**src/rtl/key_pkg.sv**
```systemverilog
// Shared definitions for the key input/output blocks: FSM state encoding
// and the blink-count width.
package key_pkg;

   typedef enum logic [1:0] {
      IDLE = 2'd0,
      ON   = 2'd1,
      OFF  = 2'd2,
      RSVD = 2'd3
   } blink_state_t;

   localparam int BLINK_W = 4;

endpackage

```
**src/rtl/phase_counter.sv**
```systemverilog
// Phase length counter: counts enabled cycles and returns to zero on its own
// when it reaches limit-1, flagging that cycle on tc.
module phase_counter #(
   parameter int CNT_W = 20
) (
   input  logic             sys_clk,
   input  logic             sys_rst,
   input  logic             clear,
   input  logic             enable,
   input  logic [CNT_W-1:0] limit,
   output logic             tc
);

   localparam logic [CNT_W-1:0] CNT_ONE = CNT_W'(1);

   logic [CNT_W-1:0] cnt_reg;

   assign tc = (cnt_reg == (limit - CNT_ONE));

   // Returning to zero on terminal count keeps cnt below the active limit,
   // so it can never wrap even when the limit switches between phases.
   always_ff @(posedge sys_clk) begin
      if (sys_rst) begin
         cnt_reg <= '0;
      end else if (clear) begin
         cnt_reg <= '0;
      end else if (enable) begin
         if (tc) begin
            cnt_reg <= '0;
         end else begin
            cnt_reg <= cnt_reg + CNT_ONE;
         end
      end
   end

endmodule

```
**src/rtl/key_blink_driver.sv**
```systemverilog
// Turns a single-cycle trigger into blink_num on/off LED periods, with
// registered led/busy outputs and a one-cycle done pulse at the end.
module key_blink_driver
   import key_pkg::*;
#(
   parameter int ON_CNT  = 25_000,
   parameter int OFF_CNT = 25_000,
   parameter int CNT_W   = 20
) (
   input  logic               sys_clk,
   input  logic               sys_rst,
   input  logic               trigger,
   input  logic [BLINK_W-1:0] blink_num,
   output logic               led,
   output logic               busy,
   output logic               done
);

   localparam logic [CNT_W-1:0]   ON_LIMIT  = CNT_W'(ON_CNT);
   localparam logic [CNT_W-1:0]   OFF_LIMIT = CNT_W'(OFF_CNT);
   localparam logic [BLINK_W-1:0] REM_ONE   = BLINK_W'(1);

   blink_state_t       state_reg;
   logic [BLINK_W-1:0] rem_reg;
   logic               led_reg;
   logic               busy_reg;
   logic               done_reg;

   logic               cnt_clear;
   logic               cnt_enable;
   logic [CNT_W-1:0]   cnt_limit;
   logic               cnt_tc;

   // Counter sits at zero outside a sequence, so an accepted trigger
   // always starts the ON phase from a clean count.
   assign cnt_enable = (state_reg == ON) || (state_reg == OFF);
   assign cnt_clear  = !cnt_enable;
   assign cnt_limit  = (state_reg == ON) ? ON_LIMIT : OFF_LIMIT;

   phase_counter #(
      .CNT_W (CNT_W)
   ) u_phase_counter (
      .sys_clk (sys_clk),
      .sys_rst (sys_rst),
      .clear   (cnt_clear),
      .enable  (cnt_enable),
      .limit   (cnt_limit),
      .tc      (cnt_tc)
   );

   // led/busy are loaded with the decode of the next state so they track
   // state_reg exactly while coming straight from flops.
   always_ff @(posedge sys_clk) begin
      if (sys_rst) begin
         state_reg <= IDLE;
         rem_reg   <= '0;
         led_reg   <= 1'b0;
         busy_reg  <= 1'b0;
         done_reg  <= 1'b0;
      end else begin
         done_reg <= 1'b0;
         case (state_reg)
            IDLE: begin
               if (trigger && (blink_num != '0)) begin
                  rem_reg   <= blink_num;
                  state_reg <= ON;
                  led_reg   <= 1'b1;
                  busy_reg  <= 1'b1;
               end
            end
            ON: begin
               if (cnt_tc) begin
                  state_reg <= OFF;
                  led_reg   <= 1'b0;
               end
            end
            OFF: begin
               if (cnt_tc) begin
                  if (rem_reg > REM_ONE) begin
                     rem_reg   <= rem_reg - REM_ONE;
                     state_reg <= ON;
                     led_reg   <= 1'b1;
                  end else begin
                     rem_reg   <= '0;
                     state_reg <= IDLE;
                     busy_reg  <= 1'b0;
                     done_reg  <= 1'b1;
                  end
               end
            end
            default: begin
               // Unused encoding behaves as IDLE for one cycle, then recovers.
               state_reg <= IDLE;
               rem_reg   <= '0;
               led_reg   <= 1'b0;
               busy_reg  <= 1'b0;
            end
         endcase
      end
   end

   assign led  = led_reg;
   assign busy = busy_reg;
   assign done = done_reg;

endmodule
```
**config.mk**
```make
export PLATFORM = sky130hd
export DESIGN_NAME = key_blink_driver
export DESIGN_NICKNAME = d
export VERILOG_FILES = /design/src/rtl/key_pkg.sv /design/src/rtl/phase_counter.sv /design/src/rtl/key_blink_driver.sv
export SDC_FILE = /design/constraint.sdc
export NUM_CORES = 1
export LEC_CHECK = 0
export ABC_AREA = 1
export BUFFER_PORTS_ARGS = -buffer_cell sky130_fd_sc_hd__buf_2
export CAP_MARGIN = 10
export CORE_MARGIN = 4
export CORE_UTILIZATION = 40
export DETAILED_ROUTE_END_ITERATION = 7
export PLACE_DENSITY = 0.64
export SETUP_SLACK_MARGIN = 0.2
export SYNTH_ARGS = -nofsm -noshare
export SYNTH_HDL_FRONTEND = slang
export SYNTH_SLANG_ARGS = --single-unit
```
**constraint.sdc**
```tcl
create_clock -name sys_clk -period 1.3 [get_ports sys_clk]
set_input_delay 0.26 -clock sys_clk [delete_from_list [all_inputs] [get_ports sys_clk]]
set_output_delay 0.26 -clock sys_clk [all_outputs]
set_load 0.005 [all_outputs]
```
# Yosys cells after proc, flatten, opt, wreduce, memory -nomap -nowiden

Cells that the tools add are included.
Widths: inputs -> output; s select.

$add $sub $neg: 2
Equality and inequality tests: 8
Muxes and demuxes: 18
Reductions and logical operators: 10
Magnitude comparators: 1
Bitwise gates (word level): 4

Operators by type and width:

| cell                  | number |
|---|---|
| $add 20x1->20 const B | 1 |
| $eq 20x15->1 const B  | 1 |
| $mux 4                | 3 |
| $pmux 4 s3            | 1 |
| $mux 1                | 8 |
| $ne 2x2->1 const B    | 4 |
| $reduce_and 4->1      | 2 |
| $mux 2                | 3 |
| $pmux 1 s3            | 2 |
| $pmux 2 s3            | 1 |
| $reduce_and 3->1      | 2 |
| $reduce_or 3->1       | 2 |
| $gt 4x1->1 const B    | 1 |
| $not 1->1             | 4 |
| $reduce_bool 4->1     | 1 |
| $sub 4x1->4 const B   | 1 |
| $eq 2x1->1 const B    | 1 |
| $eq 2x2->1 const B    | 1 |
| $logic_not 2->1       | 1 |
| $ne 2x1->1 const B    | 1 |
| $logic_and 1x1->1     | 1 |
| $logic_or 1x1->1      | 1 |

Bits of input ports: 7
Output and inout bits: 3
Register bits after elaboration: 29
Logic and storage cells: 49

# Depth between registers and ports, before layout

Gate-level depths: netlist of run 1.

Depth in word-level cells: 4
Gate-level depth with buffers: 12
Gate-level depth less buffers: 12

# Hierarchy

A second synthesis of run 1 with hierarchy kept.

Cells, all modules: 418
Area, all modules: 2,570.0 sq um

Modules (own cells, without submodules):

| module           | sequential area each (sq um) | instances | area an instance (sq um) | cells an instance |
|---|---|---|---|---|
| phase_counter    | 400.4                        | 1         | 1,888.1                  | 318 |
| key_blink_driver | 180.2                        | 1         | 681.9                    | 100 |

# Worst setup path after synthesis of run 1

No wires, ideal clock.

Kind: reg2reg
Start point: register rem_reg[0]
End point: register rem_reg[0]
Buffers on the path: 0
Period minus slack after synthesis: 1.479 ns
Path slack: -0.179 ns
Library setup time: 0.070 ns
Cell stages (with the launch flop): 8
Data arrival time: 1.409 ns
Path through: dfxtp_1 inv_1 ha_1 o21ai_0 nand2_1 o21ai_0 nand3_1 a21oi_1

Word-level cells in the longest chain between the ends: 4
Elaborated cells on any way between the ends: 5
Those cells by class: 1 x add/sub; 1 x order compare; 3 x mux

RTL lines:

| item                                             | line                                           | text |
|---|---|---|
| start, declared                                  | key_blink_driver.sv:24                         | `logic [BLINK_W-1:0] rem_reg;` |
| start signal, assigned                           | key_blink_driver.sv:65                         | `rem_reg <= blink_num;` |
| start signal, assigned                           | key_blink_driver.sv:80                         | `rem_reg <= rem_reg - REM_ONE;` |
| $sub 4x1->4 / $gt 4x1->1 (equally long branches) | key_blink_driver.sv:80, key_blink_driver.sv:79 |  |
| $mux 4 (*)                                       | key_blink_driver.sv:79                         | `if (rem_reg > REM_ONE) begin` |
| $mux 4 (*)                                       | key_blink_driver.sv:78                         | `if (cnt_tc) begin` |
| $pmux 4 s3 (*)                                   | key_blink_driver.sv:62                         | `case (state_reg)` |

Mark *: on every way between the ends. The rest lies on a longest branch, timed or not. The select of a mux whose other input is x is not followed.
A chain may end at the register's enable or synchronous reset.

# Final worst setup path of run 1

Start point: register u_phase_counter.cnt_reg[0]
End point: register u_phase_counter.cnt_reg[14]

Word-level cells in the longest chain between the ends: 2
Elaborated cells on any way between the ends: 3
Those cells by class: 1 x add/sub; 1 x eq/ne; 1 x reduce/logical

RTL lines:

| item                                                                  | line                | text |
|---|---|---|
| start, declared                                                       | phase_counter.sv:16 | `logic [CNT_W-1:0] cnt_reg;` |
| start signal, assigned                                                | phase_counter.sv:31 | `cnt_reg <= cnt_reg + CNT_ONE;` |
| parallel branches: the longest is 2 deep, another holds $add 20x1->20 | n/a                 |  |

Several ways; the timed one is not identified.

==> results of run 1 <==
[cell type report]
class / count / area [um2] / share of cell area
clock buffers: 7 / 86.3 / 0.0371
inverters: 27 / 101 / 0.0435
multi-input cells: 187 / 1120 / 0.480
flip-flops and latches: 29 / 589 / 0.253
well taps: 50 / 62.6 / 0.0269
repair buffers: 51 / 373 / 0.160
[report_power, final]
group          total [mW]  internal [mW]  leakage, nW  switching (mW)
clock network       0.736          0.419       0.0443           0.318
logic               0.473          0.224        0.651           0.249
registers           0.967          0.935        0.238          0.0326
[what timing repair did]
item | 4_1_cts | 5_1_grt
pin swaps | 5 | 9
buffers inserted | 1 | 5
setup endpoints to repair | 29 | 29
endpoints found under the hold margin | 0 | 0
gates cloned | 0 | 0
resized for setup | 3 | 23
[cells by family after synthesis]
kind of cell | Yosys count | synth area share
XOR/XNOR | 9 | 0.0466
AO/OA/AOI/OAI | 23 | 0.0717
AND/OR/NAND/NOR | 148 | 0.416
buffers and inverters | 30 | 0.0709
adder cells (fa/ha/maj) | 7 | 0.0517
flip-flops | 29 | 0.343
[worst paths after layout]
| check | to | slack [ns] | cells past startpoint |
|---|---|---|---|
| worst max-delay path | u_phase_counter.cnt_reg[14]$_SDFF_PP0_ | -0.13 | 9 |
| worst min-delay path | state_reg[0]$_SDFFE_PP0P_ | 0.23 | 2 |
| worst max register to register | u_phase_counter.cnt_reg[14]$_SDFF_PP0_ | -0.13 | 9 |
| worst min register to register | u_phase_counter.cnt_reg[19]$_SDFF_PP0_ | 0.47 | 2 |
[placed cells by master, fill, tap and decap left out]
cell type	count
a21oi_1	13
a21oi_2	3
buf_12	1
buf_2	9
buf_4	41
clkbuf_1	1
clkbuf_8	6
dfxtp_1	22
dfxtp_2	7
ha_1	4
ha_2	1
ha_4	2
inv_1	17
inv_2	10
nand2_1	52
nand2_2	7
nand2_4	2
nand2_8	1
nand3_1	8
nand3_2	4
nand3_4	2
nand4_1	8
nor2_1	44
nor2_2	3
nor2_4	7
nor3_1	3
nor3_2	1
nor3b_1	1
nor4_2	1
o21ai_0	2
o21ai_2	4
o21bai_1	1
or2_0	3
or3_1	1
xnor2_1	3
xor2_1	6
[routing by layer]
metal | up-vias | wire [um] | share of wire | track usage
met5 | - | 0 | 0 | 0
met4 | 0 | 82 | 0.020 | 0.0697
met3 | 8 | 179 | 0.044 | 0.0537
met2 | 30 | 1980 | 0.49 | 0.275
met1 | 752 | 1830 | 0.45 | 0.200
li1 | 889 | - | - | -
[critical path, stage by stage (launching register included)]
cell and delay (ns):
dfxtp_2 0.35, ha_4 0.14, buf_4 0.10, nand2_2 0.06, nor2_4 0.12, inv_2 0.07, nor2_4 0.10, nand3_2 0.08
or2_0 0.23, a21oi_2 0.11
==> impl_metrics.py, run 1 <==
metrics = {
    "status": {
        "run_status": "finished, violations left",
        "violations": "setup timing",
    },
    "sta": {
        "setup_slack_ns": -0.128,
        "max_slew.worst_pin.slew_ns": 0.283,
        "setup_viol": 28,
        "min_period_ns": 1.43,
        "worst_clock_skew_ns": 0.00311,
        "setup_tns_ns": -2.66,
        "relSlewSlack": 0.810,
        "hold_violations": 0,
        "fmax_ghz": 0.700,
        "slew_violations": 0,
        "finalHoldWorstSlack_ns": 0.226,
        "rsz0062_at_grt": "yes",
        "timing.final.crit_share": 1.10,
    },
    "final_layout": {
        "nFillCells": 372,
        "drive_gt1_frac": 0.372,
        "largest_reg_flops": 20,
        "utilization": 0.574,
        "diodes": 0,
        "stdcell_count": 351,
        "layout.nets": 315,
        "postLayoutCellArea_um2": 2330,
        "syn2layout_area_growth_pct": 37.6,
    },
    "yosys": {
        "synth_top_area_frac": 0.343,
        "synth_edf_count": 0,
        "synth.area.top_cells": "dfxtp_1, nand2_1, nor2_1, ha_1, inv_1",
        "synthTopCellsByCount": "nand2_1, nor2_1, dfxtp_1",
        "ys_ff_latch": 29,
        "synth_area_um2": 1690,
        "synth_flop_cell": "dfxtp_1",
        "yosys_warnings": 0,
        "synth_nets": 260,
        "yosysTopAreaCell": "dfxtp_1",
        "avgSynthCellArea_um2": 6.88,
        "yosysMostFrequentCell": "nand2_1",
        "ys_async_sr_fraction": 0,
        "ys_seq_area_frac": 0.343,
        "synth_cells": 246,
        "synth_cell_types": 27,
    },
    "place": {
        "placed_area_um2": 2100,
        "portBuffers": 9,
        "place.gp.congestion": 0.834,
        "place_ws_ns": -0.134,
        "dp.cells": 338,
        "dp_hpwl_um": 3050,
    },
    "clock_network": {
        "cts_hold_buf": 0,
        "cts_tree": "done",
        "clock_latency_ns": 0.28,
        "cts.path.max_buffers": 2,
        "cts_buffers": 5,
        "cts_max_level": 2,
        "path_clk_slew_ns": 0.06,
        "cts_root_buf": "clkbuf_8",
        "cts_num_sinks": 29,
    },
    "grt": {
        "grt_first_pass_wirelength_um": 6960,
        "grt_max_degree": 21,
        "grt.overflow.total": 0,
        "grt_pass1_vias": 1626,
        "antenna_found_initial": 0,
        "track_usage": 0.167,
    },
    "floorplan": {
        "ios": 10,
        "die_width_um": 73.1,
        "core_um2": 4060,
        "die-area_um2": 5340,
        "core.rowCount": 23,
        "start_util": 0.417,
        "fp.dieH_um": 73.1,
    },
    "worst_setup_path": {
        "crit_fanout": 4,
        "reg2reg_from": "u_phase_counter.cnt_reg[0]$_SDFF_PP0_",
        "crit_required_ns": 1.52,
        "critPathKind": "reg2reg",
        "timing.critical_path.from": "u_phase_counter.cnt_reg[0]$_SDFF_PP0_",
        "arrival_ns": 1.64,
        "crit_path_start_kind": "flip-flop",
        "worstSetupEndpointType": "flip-flop",
    },
    "min_path": {
        "hp-start": "sys_rst",
        "min_path_type": "in2reg",
    },
    "drt": {
        "drcViolationCount": 0,
        "finalWirelength_um": 4070,
        "routed-via-count": 1679,
        "drt_first_iter_violations": 100,
        "routedWlPerCell_um": 11.6,
        "ant_nets": 0,
        "firstDrtPassIters": 4,
        "via_per_inst": 4.78,
    },
    "power_and_ir_drop": {
        "irDropWorstVdd_uv": 592,
        "p_per_area_nw_per_um2": 934,
        "total_power_mw": 2.18,
        "leakagePower_nw": 0.933,
    },
    "flow_run": {
        "max_cap_viol_count": 0,
    },
}
No activity file was read; power rests on OpenSTA's default activity.
==> run 2: changes to the inputs <==
--- a/config.mk
+++ b/config.mk
@@ -11,7 +11,7 @@
 export CORE_MARGIN = 4
 export CORE_UTILIZATION = 40
 export DETAILED_ROUTE_END_ITERATION = 7
-export PLACE_DENSITY = 0.64
+export PLACE_DENSITY = 0.62
 export SETUP_SLACK_MARGIN = 0.2
 export SYNTH_ARGS = -nofsm -noshare
 export SYNTH_HDL_FRONTEND = slang
==> run 2 against run 1 <==
Effect of this change: the flow still finishes with violations (setup timing); largest cell class unchanged; fmax down 2.4%; global-route usage up 1.2 points; routed wire length up 11%.
==> impl_metrics.py, run 2 (same netlist as run 1, synthesis figures left out) <==
metrics = {
    "status": {
        "run_status": "finished, violations left",
        "violations": "setup timing",
    },
    "sta": {
        "setup_tns_ns": -3.24,
        "slew_violations": 0,
        "worst_clock_skew_ns": 0.00977,
        "fmax_ghz": 0.684,
        "hold_violations": 0,
        "relSlewSlack": 0.839,
        "setup_viol": 29,
        "setup_slack_ns": -0.162,
        "rsz0062_at_grt": "yes",
        "timing.final.crit_share": 1.12,
        "max_slew.worst_pin.slew_ns": 0.239,
        "min_period_ns": 1.46,
    },
    "final_layout": {
        "multi_input_area_um2": 1150,
        "layout_commonest_cell": "nand2_1",
        "utilization": 0.617,
        "drive_gt1_frac": 0.411,
        "diodes": 0,
        "layout.nets": 322,
        "syn2layout_area_growth_pct": 48.0,
        "register_area_um2": 589,
        "final_cell_mix": "nand2_1, nor2_1, buf_4",
        "nFillCells": 367,
        "largest_reg_flops": 20,
        "postLayoutCellArea_um2": 2500,
    },
    "worst_setup_path": {
        "reg2reg_from": "u_phase_counter.cnt_reg[1]$_SDFF_PP0_",
        "r2r_cells": 10,
        "crit_required_ns": 1.46,
        "rrSetupSlack_ns": -0.16,
        "path_delay_family": "simple AND/OR/NAND/NOR gates",
        "timing.critical_path.from": "u_phase_counter.cnt_reg[1]$_SDFF_PP0_",
        "crit_path_start_kind": "flip-flop",
        "cp-endpoint": "u_phase_counter.cnt_reg[11]$_SDFF_PP0_",
        "crit_fanout": 5,
        "crit_buf_inv": 3,
        "critPathKind": "reg2reg",
        "arrival_ns": 1.63,
        "r2r_end": "u_phase_counter.cnt_reg[11]$_SDFF_PP0_",
        "slowest_stage": "dfxtp_2",
        "cp_num_cells": 10,
        "slowest_delay_ns": 0.35,
        "worstSetupEndpointType": "flip-flop",
        "crit_chain": "ha_4, inv_2, nor2_4, nand2_2, nor2_4, nand3_4, nand3_4, buf_6, clkbuf_16, a21oi_1",
    },
    "grt": {
        "antenna_found_initial": 0,
        "use_met1": 0.208,
        "grt_pass1_vias": 1701,
        "grt_max_degree": 11,
        "track_usage": 0.180,
        "grt_first_pass_wirelength_um": 7460,
        "grtUsageMet3": 0.0413,
        "busiest_layer": "met2",
        "met2_usage": 0.325,
        "grt.overflow.total": 0,
    },
    "power_and_ir_drop": {
        "switching_share": 0.282,
        "p_per_area_nw_per_um2": 951,
        "combinationalPowerShare": 0.246,
        "p_sw_mw": 0.672,
        "p_seq_frac": 0.406,
        "p_clk_frac": 0.348,
        "total_power_mw": 2.38,
        "irDropWorstVdd_uv": 557,
        "power.internal_mw": 1.71,
        "leakagePower_nw": 1.02,
    },
    "place": {
        "place.gp.congestion": 0.895,
        "place_ws_ns": -0.139,
        "portBuffers": 9,
        "dp_hpwl_um": 3070,
        "placed_area_um2": 2110,
    },
    "drt": {
        "finalWirelength_um": 4510,
        "ant_nets": 0,
        "via_per_inst": 4.89,
        "routedWlPerCell_um": 12.6,
        "firstDrtPassIters": 4,
        "drt_first_iter_violations": 79,
        "routed-via-count": 1757,
        "drcViolationCount": 0,
    },
    "clock_network": {
        "cts.path.max_buffers": 2,
        "cts_num_sinks": 29,
        "cts_max_level": 2,
        "cts_buffers": 5,
        "cts_root_buf": "clkbuf_8",
        "clock_latency_ns": 0.28,
        "path_clk_slew_ns": 0.07,
        "cts_tree": "done",
    },
    "floorplan": {
        "core_um2": 4060,
        "die-area_um2": 5340,
        "core.rowCount": 23,
        "ios": 10,
        "fp.dieH_um": 73.1,
        "start_util": 0.417,
        "die_width_um": 73.1,
    },
    "min_path": {
        "min_path_type": "in2reg",
    },
    "flow_run": {
        "max_cap_viol_count": 0,
    },
}
-- run 2: stage by stage --
stage | std cells | hold slack [ns]
6_report | 359 | 0.210
4_1_cts | 356 | 0.204
2_1_floorplan | 246 | 0.322
3_5_place_dp | 339 | 0.461
5_1_grt | 359 | 0.212
3_3_place_gp | 339 | 0.451
-- run 2: power by group through the flow --
stage | clock (mW) | combinational [mW] | sequential, mW
after CTS | 0.849 | 0.530 | 0.967
after global routing | 0.882 | 0.651 | 0.972
after detailed placement | 0 | 0.423 | 0.984
after global placement | 0 | 0.417 | 0.983
final | 0.828 | 0.587 | 0.967
after floorplan | 0 | 0.283 | 0.984
-- run 2: area by class of cell --
class                   instances  area share
clock buffers                   7      0.0385
clock inverters                 1     0.00200
inverters                      27      0.0405
multi-input cells             187       0.459
flip-flops and latches         29       0.235
well taps                      50      0.0250
repair buffers                 58       0.200
-- run 2: worst min path at each step --
stage	from	to	slack [ns]	cells after the start
global route	sys_rst	state_reg[0]$_SDFFE_PP0P_	0.21	2
global placement	u_phase_counter.cnt_reg[19]$_SDFF_PP0_	u_phase_counter.cnt_reg[19]$_SDFF_PP0_	0.45	2
finish	sys_rst	state_reg[0]$_SDFFE_PP0P_	0.21	2
CTS	sys_rst	rem_reg[0]$_SDFFE_PP0P_	0.20	2
floorplan	sys_rst	rem_reg[0]$_SDFFE_PP0P_	0.32	1
detailed placement	u_phase_counter.cnt_reg[19]$_SDFF_PP0_	u_phase_counter.cnt_reg[19]$_SDFF_PP0_	0.46	2
-- run 2: per-layer routing --
metal | up-vias | part of all wire
li1 | 906 | -
met1 | 802 | 0.42
met2 | 38 | 0.51
met3 | 11 | 0.040
met4 | 0 | 0.023
met5 | - | 0
-- run 2: repair_timing --
item	in CTS	in global routing
pin swaps	14	6
setup buffers	8	1
endpoints found under the setup margin	29	29
endpoints found under the hold margin	0	0
hold buffers	0	0
gates cloned	1	2
resized for setup	21	16
==> run 3: changes to the inputs <==
--- a/config.mk
+++ b/config.mk
@@ -5,13 +5,13 @@
 export SDC_FILE = /design/constraint.sdc
 export NUM_CORES = 1
 export LEC_CHECK = 0
-export ABC_AREA = 1
+export ABC_AREA = 0
 export BUFFER_PORTS_ARGS = -buffer_cell sky130_fd_sc_hd__buf_2
 export CAP_MARGIN = 10
 export CORE_MARGIN = 4
 export CORE_UTILIZATION = 40
 export DETAILED_ROUTE_END_ITERATION = 7
-export PLACE_DENSITY = 0.62
+export PLACE_DENSITY = 0.63
 export SETUP_SLACK_MARGIN = 0.2
 export SYNTH_ARGS = -nofsm -noshare
 export SYNTH_HDL_FRONTEND = slang
==> run 3 against run 2 <==
Effect of this change: the flow still finishes with violations (setup timing); non-clock buffer count grew 15; first-iteration DRC count shrank 20%; die area shrank 11%; critical path type unchanged; largest cell class unchanged; highest routed layer unchanged.
==> impl_metrics.py, run 3 <==
metrics = {
    "grt": {
        "grt_pass1_vias": 1605,
        "grt_first_pass_wirelength_um": 7020,
        "grt_max_degree": 11,
        "grt.overflow.total": 0,
        "antenna_found_initial": 0,
        "track_usage": 0.204,
    },
    "yosys": {
        "yosys_warnings": 0,
        "ys_async_sr_fraction": 0,
        "synth_flop_cell": "dfxtp_1",
        "synth_cells": 168,
        "yosysMostFrequentCell": "dfxtp_1",
        "synth_cell_types": 36,
        "synth_nets": 182,
        "synth_edf_count": 0,
        "synth_area_um2": 1480,
        "avgSynthCellArea_um2": 8.81,
        "synth.area.top_cells": "dfxtp_1, xor2_1, nor2_1, ha_1, xnor2_1",
        "ys_seq_area_frac": 0.392,
        "synthTopCellsByCount": "dfxtp_1, nor2_1, xor2_1",
        "yosysTopAreaCell": "dfxtp_1",
        "synth_top_area_frac": 0.392,
        "ys_ff_latch": 29,
    },
    "sta": {
        "fmax_ghz": 0.532,
        "slew_violations": 0,
        "rsz0062_at_grt": "yes",
        "relSlewSlack": 0.720,
        "worst_clock_skew_ns": 0.00635,
        "setup_slack_ns": -0.580,
        "setup_viol": 28,
        "timing.final.crit_share": 1.45,
        "max_slew.worst_pin.slew_ns": 0.414,
        "min_period_ns": 1.88,
        "hold_violations": 0,
    },
    "drt": {
        "drt_first_iter_violations": 63,
        "via_per_inst": 5.16,
        "drcViolationCount": 0,
        "routedWlPerCell_um": 14.8,
        "firstDrtPassIters": 4,
        "ant_nets": 0,
        "finalWirelength_um": 4310,
        "routed-via-count": 1508,
    },
    "clock_network": {
        "cts_num_sinks": 29,
        "clock_latency_ns": 0.28,
        "path_clk_slew_ns": 0.06,
        "cts_tree": "done",
        "cts_max_level": 2,
        "cts_root_buf": "clkbuf_8",
        "cts_buffers": 5,
        "cts.path.max_buffers": 2,
        "cts_hold_buf": 0,
    },
    "final_layout": {
        "largest_reg_flops": 20,
        "syn2layout_area_growth_pct": 68.4,
        "nFillCells": 245,
        "stdcell_count": 292,
        "layout.nets": 259,
        "final_cell_mix": "buf_4, dfxtp_1, buf_6",
        "drive_gt1_frac": 0.557,
        "register_area_um2": 596,
        "diodes": 0,
        "multi_input_area_um2": 1120,
        "layout_commonest_cell": "buf_4",
    },
    "place": {
        "portBuffers": 9,
        "dp.cells": 274,
        "place.gp.congestion": 0.782,
        "place_ws_ns": -0.508,
        "dp_hpwl_um": 2810,
    },
    "status": {
        "violations": "setup timing",
        "run_status": "finished, violations left",
    },
    "floorplan": {
        "ios": 10,
        "die-area_um2": 4740,
        "die_width_um": 68.8,
        "core_um2": 3440,
        "core.rowCount": 21,
        "fp.dieH_um": 68.8,
        "start_util": 0.430,
    },
    "worst_setup_path": {
        "arrival_ns": 2.08,
        "critPathKind": "reg2reg",
        "rrSetupSlack_ns": -0.58,
        "r2r_cells": 6,
        "crit_required_ns": 1.50,
        "worstSetupEndpointType": "flip-flop",
        "r2r_end": "rem_reg[2]$_SDFFE_PP0P_",
        "crit_path_start_kind": "flip-flop",
        "reg2reg_from": "u_phase_counter.cnt_reg[15]$_SDFF_PP0_",
        "crit_fanout": 6,
    },
    "power_and_ir_drop": {
        "p_per_area_nw_per_um2": 1120,
        "irDropWorstVdd_uv": 732,
        "leakagePower_nw": 0.997,
    },
    "min_path": {
        "hold_depth": 2,
        "hp-start": "sys_rst",
        "min_path_type": "in2reg",
        "hold_end": "rem_reg[3]$_SDFFE_PP0P_",
    },
    "flow_run": {
        "max_cap_viol_count": 0,
    },
}
[run 3: cell types whose count changed in the layout (fill, tap and decap cells not counted), sizes merged, moves of 5 or more]
cell	previous run	this run
a21oi	16	3
and3	0	5
buf	56	73
inv	27	7
nand2	62	10
nand3	14	7
nor2	54	26
xor2	6	12
[run 3: kinds of logic after synthesis]
family	Yosys count	share of synthesized area
AOI/OAI and AO/OA	21	0.105
xor gates and xnor gates	19	0.112
adders and majority gates	7	0.0592
buffers and inverters	10	0.0254
DFF	29	0.392
and+or+nand+nor	82	0.306
[run 3: repair_timing]
action / in CTS / in global routing
endpoints found under the setup margin: 28 / 29
gates resized for setup: 33 / 35
buffers inserted: 4 / 4
pin swaps: 13 / 18
gates cloned: 1 / 1
[run 3: final cells by class]
| type | count | share of cell area |
|---|---|---|
| Inverter | 7 | 0.0105 |
| Sequential cell | 29 | 0.239 |
| Timing Repair Buffer | 73 | 0.230 |
| Clock buffer | 7 | 0.0346 |
| Multi-Input combinational cell | 129 | 0.450 |
| Tap cell | 46 | 0.0231 |
| Clock inverter | 1 | 0.0120 |
[run 3: critical path, cell delays in order, from the launching register on]
cell and delay [ns]:
dfxtp_1 0.31, or4_4 0.54, nor3_4 0.21, a21boi_2 0.10, buf_6 0.14, or3_4 0.33, a21oi_2 0.16
[run 3: how the worst max path moves through the flow]
stage | start | end | cells past startpoint
6_report | u_phase_counter.cnt_reg[15]$_SDFF_PP0_ | rem_reg[2]$_SDFFE_PP0P_ | 6
5_1_grt | u_phase_counter.cnt_reg[15]$_SDFF_PP0_ | rem_reg[2]$_SDFFE_PP0P_ | 6
4_1_cts | u_phase_counter.cnt_reg[11]$_SDFF_PP0_ | rem_reg[2]$_SDFFE_PP0P_ | 6
3_5_place_dp | u_phase_counter.cnt_reg[18]$_SDFF_PP0_ | rem_reg[1]$_SDFFE_PP0P_ | 5
3_3_place_gp | u_phase_counter.cnt_reg[18]$_SDFF_PP0_ | rem_reg[1]$_SDFFE_PP0P_ | 5
2_1_floorplan | u_phase_counter.cnt_reg[18]$_SDFF_PP0_ | rem_reg[0]$_SDFFE_PP0P_ | 5
[run 3: per-layer routing]
metal	GRT usage	vias to the layer above	wire, um
met5	0	-	0
met4	0.0998	0	123
met3	0.0454	13	124
met2	0.390	19	2330
met1	0.207	717	1740
li1	-	759	-
[run 3: report_power, final]
part | switching, mW | internal [mW] | total [mW] | leakage [nW]
Clock | 0.330 | 0.624 | 0.954 | 0.0585
Sequential | 0.0506 | 0.953 | 1.00 | 0.240
Combinational | 0.401 | 0.421 | 0.823 | 0.698
[run 3: per-stage QoR]
stage	total power, mW	util	TNS (ns)	area, um2	hold slack [ns]
floorplan	1.35	-	-5.03	1540	0.418
global placement	1.60	0.589	-7.23	2030	0.507
detailed placement	1.63	0.589	-7.50	2030	0.521
CTS	2.68	0.670	-6.34	2310	0.275
global route	2.91	0.724	-10.04	2490	0.314
finish	2.78	0.724	-8.27	2490	0.310
